## config.mk

```make
export PLATFORM = sky130hd
export DESIGN_NAME = mem_port_arbiter
export DESIGN_NICKNAME = d
export VERILOG_FILES = /design/src/rtl/mem_arb_pkg.sv /design/src/rtl/arb_priority_select.sv /design/src/rtl/mem_port_arbiter.sv
export SDC_FILE = /design/constraint.sdc
export NUM_CORES = 1
export LEC_CHECK = 0
export ABC_AREA = 1
export BUFFER_PORTS_ARGS = -buffer_cell sky130_fd_sc_hd__buf_2
export CAP_MARGIN = 20
export CORE_ASPECT_RATIO = 1.5
export CORE_MARGIN = 4
export CORE_UTILIZATION = 31
export DETAILED_ROUTE_END_ITERATION = 10
export PLACE_DENSITY = 0.58
export SYNTH_ARGS = -nofsm -noshare
export SYNTH_HDL_FRONTEND = slang
export SYNTH_SLANG_ARGS = --single-unit
```

## constraint.sdc

```tcl
create_clock -name clk -period 1.6 [get_ports clk]
set_clock_uncertainty 0.05 [all_clocks]
set_input_delay 0.08 -clock clk [delete_from_list [all_inputs] [get_ports clk]]
set_output_delay 0.08 -clock clk [all_outputs]
set_load 0.03 [all_outputs]
```

## src/rtl/mem_arb_pkg.sv

```systemverilog
// Shared types and default sizing for the memory port arbiter.
package mem_arb_pkg;

  localparam int unsigned AddrWDefault      = 32;
  localparam int unsigned DataWDefault      = 32;
  localparam int unsigned MaxDStreakDefault = 4;

  typedef enum logic [1:0] {
    StIdle,
    StIssue,
    StWait
  } arb_state_e;

  typedef enum logic {
    OwnI = 1'b0,
    OwnD = 1'b1
  } owner_e;

endpackage

```

## src/rtl/arb_priority_select.sv

```systemverilog
// Grant decision: data wins unless a live fetch has waited out the data streak limit.
module arb_priority_select
  import mem_arb_pkg::*;
(
  input  logic   i_fetch_live,
  input  logic   i_data_req,
  input  logic   i_at_limit,
  output logic   o_grant,
  output owner_e o_owner
);

  always_comb begin
    o_grant = i_fetch_live | i_data_req;
    o_owner = OwnD;
    if (i_fetch_live && (!i_data_req || i_at_limit)) begin
      o_owner = OwnI;
    end
  end

endmodule

```

## src/rtl/mem_port_arbiter.sv

```systemverilog
// Serialises fetch and data accesses onto one variable-latency memory port,
// one outstanding transaction at a time.
module mem_port_arbiter
  import mem_arb_pkg::*;
#(
  parameter int unsigned ADDR_W       = AddrWDefault,
  parameter int unsigned DATA_W       = DataWDefault,
  parameter int unsigned MAX_D_STREAK = MaxDStreakDefault
) (
  input  logic              clk,
  input  logic              reset,
  input  logic              i_req,
  input  logic [ADDR_W-1:0] i_addr,
  input  logic              i_flush,
  output logic              i_done,
  output logic [DATA_W-1:0] i_rdata,
  input  logic              d_req,
  input  logic              d_we,
  input  logic [ADDR_W-1:0] d_addr,
  input  logic [DATA_W-1:0] d_wdata,
  output logic              d_done,
  output logic [DATA_W-1:0] d_rdata,
  output logic              mem_req_valid,
  input  logic              mem_req_ready,
  output logic              mem_we,
  output logic [ADDR_W-1:0] mem_addr,
  output logic [DATA_W-1:0] mem_wdata,
  input  logic              mem_resp_valid,
  input  logic [DATA_W-1:0] mem_rdata
);

  localparam int unsigned StreakW = $clog2(MAX_D_STREAK + 1);

  arb_state_e          r_state;
  arb_state_e          w_state_next;
  owner_e              r_owner;
  owner_e              w_grant_owner;
  logic                r_drop;
  logic [StreakW-1:0]  r_streak;
  logic                r_we;
  logic [ADDR_W-1:0]   r_addr;
  logic [DATA_W-1:0]   r_wdata;
  logic                r_i_done;
  logic                r_d_done;
  logic [DATA_W-1:0]   r_i_rdata;
  logic [DATA_W-1:0]   r_d_rdata;

  logic w_i_live;
  logic w_at_limit;
  logic w_grant;
  logic w_grant_fire;
  logic w_resp;
  logic w_fetch_owned;
  logic w_i_deliver;
  logic w_d_deliver;

  assign w_i_live      = i_req & ~i_flush;
  assign w_at_limit    = (r_streak == StreakW'(MAX_D_STREAK));
  assign w_grant_fire  = (r_state == StIdle) & w_grant;
  assign w_resp        = (r_state == StWait) & mem_resp_valid;
  assign w_fetch_owned = (r_state != StIdle) & (r_owner == OwnI);
  // A flush coinciding with the response still drops the fetch.
  assign w_i_deliver   = w_resp & (r_owner == OwnI) & ~(r_drop | i_flush);
  assign w_d_deliver   = w_resp & (r_owner == OwnD);

  arb_priority_select u_prio (
    .i_fetch_live (w_i_live),
    .i_data_req   (d_req),
    .i_at_limit   (w_at_limit),
    .o_grant      (w_grant),
    .o_owner      (w_grant_owner)
  );

  always_comb begin
    w_state_next = r_state;
    unique case (r_state)
      StIdle:  if (w_grant)        w_state_next = StIssue;
      StIssue: if (mem_req_ready)  w_state_next = StWait;
      StWait:  if (mem_resp_valid) w_state_next = StIdle;
      default:                     w_state_next = StIdle;
    endcase
  end

  always_ff @(posedge clk or negedge reset) begin
    if (!reset) begin
      r_state <= StIdle;
      r_owner <= OwnI;
      r_we    <= 1'b0;
      r_addr  <= '0;
      r_wdata <= '0;
    end else begin
      r_state <= w_state_next;
      if (w_grant_fire) begin
        r_owner <= w_grant_owner;
        r_we    <= (w_grant_owner == OwnD) ? d_we : 1'b0;
        r_addr  <= (w_grant_owner == OwnD) ? d_addr : i_addr;
        r_wdata <= (w_grant_owner == OwnD) ? d_wdata : '0;
      end
    end
  end

  always_ff @(posedge clk or negedge reset) begin
    if (!reset) begin
      r_drop   <= 1'b0;
      r_streak <= '0;
    end else begin
      if (w_grant_fire) begin
        r_drop <= 1'b0;
      end else if (w_fetch_owned && i_flush) begin
        r_drop <= 1'b1;
      end
      if (!i_req) begin
        r_streak <= '0;
      end else if (w_grant_fire) begin
        if (w_grant_owner == OwnI) begin
          r_streak <= '0;
        end else if (!w_at_limit) begin
          r_streak <= r_streak + StreakW'(1);
        end
      end
    end
  end

  always_ff @(posedge clk or negedge reset) begin
    if (!reset) begin
      r_i_done  <= 1'b0;
      r_d_done  <= 1'b0;
      r_i_rdata <= '0;
      r_d_rdata <= '0;
    end else begin
      r_i_done <= w_i_deliver;
      r_d_done <= w_d_deliver;
      if (w_i_deliver) r_i_rdata <= mem_rdata;
      if (w_d_deliver) r_d_rdata <= mem_rdata;
    end
  end

  assign mem_req_valid = (r_state == StIssue);
  assign mem_we        = r_we;
  assign mem_addr      = r_addr;
  assign mem_wdata     = r_wdata;
  assign i_done        = r_i_done;
  assign d_done        = r_d_done;
  assign i_rdata       = r_i_rdata;
  assign d_rdata       = r_d_rdata;

endmodule

```

# == Yosys cells after proc, flatten, opt, wreduce, memory -nomap -nowiden ==
# Index checks and enable logic that the tools add are counted.
# classes
add_sub_neg,1
reduce_logical,9
muxes,14
eq_ne,8
bitwise_logic,12
# op_table
op,count
two-way mux 32 bit,2
two-way mux 3 bit,4
AND 1 bit,7
two-way mux 2 bit,3
case mux 2 bit (3 select lines),1
two-way mux 1 bit,4
"!= test 2 x 1 -> 1 bit, second input constant",2
"!= test 2 bit, second input constant",2
nonzero test 2 bit,2
"adder 3 x 1 -> 3 bit, second input constant",1
"equality test 3 bit, second input constant",1
"!= test 3 bit, second input constant",1
inverter 1 bit,3
AND reduction 3 bit,1
"equality test 2 x 1 -> 1 bit, second input constant",1
"equality test 2 bit, second input constant",1
logical AND 1 bit,2
zero test 2 bit,1
bitwise OR 1 bit,2
AND reduction 2 bit,1
zero test 1 bit,1
logical OR 1 bit,1
# word_totals
inputBits,136
reg_bits,138
word_cells,55
output_inout_bits,132

# == Logic depth before layout (Yosys ltp) ==
# depth
depth_word,6
depth_mapped,10
mapped_depth_nobuf,9

# == Modules after synthesis ==
# From an unflattened synthesis, not the netlist that was laid out.
# unflattened
cells_unflattened,683
hier_area_um2,5795.6
# modules_own_cells
mod,n_inst,seq_area_each_um2,area_each_um2,cells_each
mem_port_arbiter,1,3453.3,5778.0,679
arb_priority_select,1,0.0,17.5,4

# == Least setup slack after synthesis ==
# No wires, ideal clock.
# synth_path
kind,flip-flop to flip-flop
start,register r_streak[0]
end,register r_wdata[19] (netlist: mem_wdata[19])
setup_ps,66
stages_incl_launch_ff,11
path_buffers,1
path_slack_ps,153
required_time_ps,1484
arrival_time_ps,1332
synth_period_minus_slack_ps,1447
cell_sequence,dfrtp_1 > inv_1 > ha_1 > nand2_1 > nand2_1 > nand2_2 > inv_2 > nor2_4 > buf_6 > nand2_1 > nand2_1
# synth_between
elab_chain_cells,4
# synth_lines
item,line,source
start: declaration,mem_port_arbiter.sv:39,logic [StreakW-1:0] r_streak;
start signal: assignment,mem_port_arbiter.sv:118,r_streak <= r_streak + StreakW'(1);
equality test 3 bit,mem_port_arbiter.sv:58,assign w_at_limit = (r_streak == StreakW'(MAX_D_STREAK));
logical OR 1 bit,arb_priority_select.sv:15,if (i_fetch_live && (!i_data_req || i_at_limit)) begin
logical AND 1 bit,arb_priority_select.sv:15,
two-way mux 32 bit,mem_port_arbiter.sv:97,r_wdata <= (w_grant_owner == OwnD) ? d_wdata : '0;
end signal: assignment,mem_port_arbiter.sv:97,
end: declaration,mem_port_arbiter.sv:42,logic [DATA_W-1:0] r_wdata;
# No other way between the ends.
# A chain may end at the register's enable or synchronous reset.

# == Worst setup path in the final report ==
# layout_path
start,register r_streak[1]
end,register r_wdata[13] (netlist: mem_wdata[13])
# The elaborated chain is that of the path after synthesis.

==> results.py <==
metrics = {
    "critical_path": {
        "cell_family_contributing_the_most_delay_on_the_critical_path": "simple AND/OR/NAND/NOR gates",
        "end_kind": "flip-flop",
        "critPathLaunchType": "flip-flop",
        "critPathSlowestCell": "sky130_fd_sc_hd__dfrtp_1",
        "timing_worst_setup_path_type": "flip-flop to flip-flop",
        "timing.critical_path.required_ns": 1.90,
        "crit_path_max_fanout": 6,
        "crit_path_frequent_cell": "sky130_fd_sc_hd__nand2_4",
        "crit_path_cells": "inv_2, ha_4, nand2_4, nand2_4, nand2_4, inv_4, nor2_4, buf_6, buf_6, nand2_1, nand2_1",
        "crit_path_dat_ns": 1.82,
        "critical_path_buf_inv_count": 4,
        "timing.critical_path.slowest_cell_delay_ns": 0.39,
    },
    "timing": {
        "timing.max_slew.rel_slack_pct": 78.4,
        "fin_setup_tns_ns": 0,
        "timing.final.crit_period_ns": 1.52,
        "timing.final.hold_violations": 0,
        "timing_worst_slew_pin_value_ns": 0.324,
        "fin_crit_sh_pct": 95.2,
        "achievable-frequency_mhz": 656,
        "timing.final.setup_violations": 0,
        "final-max-slew-violation-count": 0,
    },
    "final_layout": {
        "fillCellCount": 1725,
        "finish.net_count": 1226,
        "syn2layout_area_growth_pct": 66.4,
        "finish.cell_count_without_fillers": 1353,
        "drive_above_1_share_pct": 30.7,
        "antenna-diode-count": 0,
    },
    "floorplan": {
        "fp-row-count": 61,
        "die_h_um": 176,
        "core_area_um2": 18500,
        "start_util_pct": 31.6,
        "die_w_um": 120,
        "fp.dieArea_um2": 21200,
        "io_pins": 268,
    },
    "cts": {
        "clk_pin_slew_ns": 0.06,
        "number_of_clock_sinks_seen_by_cts": 138,
        "cts_root_buf": "sky130_fd_sc_hd__clkbuf_16",
        "clock_latency_late_sink_ns": 0.41,
        "cts_htree_levels": 4,
        "cts-root-to-sink-buffers": 2,
        "tritoncts": "yes",
        "cts-buffers-inserted": 17,
    },
    "drt": {
        "drt_pass1_iterations": 5,
        "detail_route.wirelength_um": 19500,
        "drt_first_iter_violations": 341,
        "dr_total_vias": 5941,
        "post_drt_via_cell_ratio": 4.39,
        "wl_per_cell_um": 14.4,
        "antenna_violating_nets_post_route": 0,
        "drcViolationCount": 0,
    },
    "yosys": {
        "synth.distinct_cells": 19,
        "synth-async-reset-ratio_pct": 100,
        "netlist_area_um2": 5850,
        "seq_area_frac_synth_pct": 59.0,
        "synth_warnings": 0,
        "leading_register_cell_type_out_of_synthesis": "sky130_fd_sc_hd__dfrtp_1",
        "syn-instance-count": 680,
        "synth_edf_count": 0,
        "synthesis.nets": 818,
        "yosys_register_bits": 138,
        "synthesis.area_per_instance_um2": 8.61,
    },
    "global_routing": {
        "grt_start_max_net_pins": 66,
        "grt.total_usage_pct": 18.2,
        "grt_pass1_vias": 6314,
        "global_route.overflow_total": 0,
        "grt_antenna_before_repair": 0,
        "grt_pass1_wl_um": 31000,
    },
    "min_path": {
        "hp-class": "input port to asynchronous set/reset pin",
    },
    "power_and_ir_drop": {
        "design_power_total_uw": 18300,
        "peakVddDrop_uv": 782,
        "leakagePower_uw": 0.00543,
        "power_density_cells_nw_per_um2": 1880,
    },
    "outcome": {
        "status": "completed",
    },
    "place": {
        "numPlacedInstances": 1177,
        "hpwl_um": 12100,
        "buffer_ports.inserted": 267,
        "gp_congestion": 0.753,
    },
    "flow_run": {
        "drv_cap": 0,
    },
}
==> layout by cell type (no fill, tap or decap), types with 3 or more instances in the layout <==
master                          Yosys  layout
sky130_fd_sc_hd__buf_2             19     266
sky130_fd_sc_hd__bufinv_16          0       4
sky130_fd_sc_hd__clkbuf_16          0      20
sky130_fd_sc_hd__dfrtp_1          138     138
sky130_fd_sc_hd__nand2_2            2       4
sky130_fd_sc_hd__buf_12             0      12
sky130_fd_sc_hd__nand3_1           38      37
sky130_fd_sc_hd__nand3b_1          32      32
sky130_fd_sc_hd__o21ai_0           65      65
sky130_fd_sc_hd__inv_1             74      72
sky130_fd_sc_hd__dlygate4sd3_1      0     134
sky130_fd_sc_hd__nand2_1          276     271
sky130_fd_sc_hd__buf_4              2       6
sky130_fd_sc_hd__buf_6              3       4
sky130_fd_sc_hd__nand2_4            1       4
sky130_fd_sc_hd__inv_6              0       4
sky130_fd_sc_hd__inv_2              2       3
sky130_fd_sc_hd__nor2_1             7       7
sky130_fd_sc_hd__o31ai_1            3       3
==> worst reg2reg max path, stage by stage (launching register included) <==
cell and delay, ns:
sky130_fd_sc_hd__dfrtp_1 0.39, sky130_fd_sc_hd__inv_2 0.06, sky130_fd_sc_hd__ha_4 0.16, sky130_fd_sc_hd__nand2_4 0.06, sky130_fd_sc_hd__nand2_4 0.07, sky130_fd_sc_hd__nand2_4 0.10, sky130_fd_sc_hd__inv_4 0.04, sky130_fd_sc_hd__nor2_4 0.13
sky130_fd_sc_hd__buf_6 0.16, sky130_fd_sc_hd__buf_6 0.15, sky130_fd_sc_hd__nand2_1 0.05, sky130_fd_sc_hd__nand2_1 0.05
==> metrics by stage <==
step | utilization, % | setup slack (ns) | instance area (um2) | hold slack, ns
2_1_floorplan | - | 0.153 | 5850 | -0.266
3_3_place_gp | 40.7 | 0.105 | 7560 | -0.0624
3_5_place_dp | 40.7 | 0.0858 | 7560 | -0.0600
4_1_cts | 51.4 | 0.0724 | 9530 | 0.0611
5_1_grt | 52.5 | -0.00309 | 9740 | 0.0806
6_report | 52.5 | 0.0766 | 9740 | 0.0854
==> routing by layer <==
layer / up-vias / wire length, um / track usage (%) / part of all wire (%)
met5: - / 0 / 0 / 0
met4: 0 / 691 / 8.98 / 3.5
met3: 54 / 1410 / 5.42 / 7.2
met2: 262 / 9680 / 31.2 / 50
met1: 2709 / 7740 / 20.4 / 40
li1: 2916 / - / - / -
==> report_power, final <==
group          total (uW)  leakage, uW  switching, uW  internal [uW]
Sequential           5870      0.00175            817           5050
Clock                4180     0.000305           1520           2670
Combinational        8280      0.00337           5670           2610
==> sequential cells by signal, indices dropped and copies added, names as in the netlist <==
register,flops
d_rdata,32
i_rdata,32
mem_addr,32
mem_wdata,32
r_streak,3
r_state,2
d_done,1
i_done,1
mem_we,1
r_drop,1
r_owner,1
==> synth_stat cells, types with 3 or more instances <==
cell / number / area [um2]
sky130_fd_sc_hd__o31ai_1: 3 / 22.5
sky130_fd_sc_hd__nand2_1: 276 / 1040
sky130_fd_sc_hd__clkbuf_1: 12 / 45.0
sky130_fd_sc_hd__nor2_1: 7 / 26.3
sky130_fd_sc_hd__nand3b_1: 32 / 240
sky130_fd_sc_hd__nand3_1: 38 / 190
sky130_fd_sc_hd__o21ai_0: 65 / 325
sky130_fd_sc_hd__buf_6: 3 / 33.8
sky130_fd_sc_hd__buf_2: 19 / 95.1
sky130_fd_sc_hd__inv_1: 74 / 278
sky130_fd_sc_hd__dfrtp_1: 138 / 3450
==> timing repair <==
item                       in CTS  in global routing
resized for setup               0                 16
hold buffers                  134                  0
setup endpoints to repair       0                 67
setup buffers                   0                  5
hold endpoints to repair      273                  0
==> cell type report <==
class                           instances  area [um2]  area share, %
Clock buffer                           19         443           4.55
Clock inverter                         13         189           1.94
Inverter                               76         288           2.96
Multi-Input combinational cell        430        1970           20.2
Sequential cell                       138        3450           35.5
Tap cell                              252         315           3.24
Timing Repair Buffer                  425        3080           31.6
==> cell families (layout without fill, tap and decap cells) <==
kind of cell,count (synthesis),count (layout),share of synthesized area [%]
simple gates,360,360,26.5
flops,138,138,59.0
buf+inv,112,533,8.10
compound gates,68,68,5.94
fa+ha+maj,2,2,0.427
==> path summary, 6_finish.rpt <==
| check | startpoint | end | slack (ns) | depth (start not counted) |
|---|---|---|---|---|
| setup / recovery | r_streak[1] | mem_wdata[13] | 0.08 | 11 |
| hold / removal | reset | i_rdata[0] | 0.09 | 2 |
| setup reg to reg | r_streak[1] | mem_wdata[13] | 0.08 | 11 |
| hold reg to reg | mem_wdata[25] | mem_wdata[25] | 0.42 | 2 |
| max in group asynchronous | reset | mem_addr[24] | 0.84 | 3 |
| min in group clk | d_req | r_owner | 0.09 | 5 |
No activity file was read; power rests on OpenSTA's default activity.
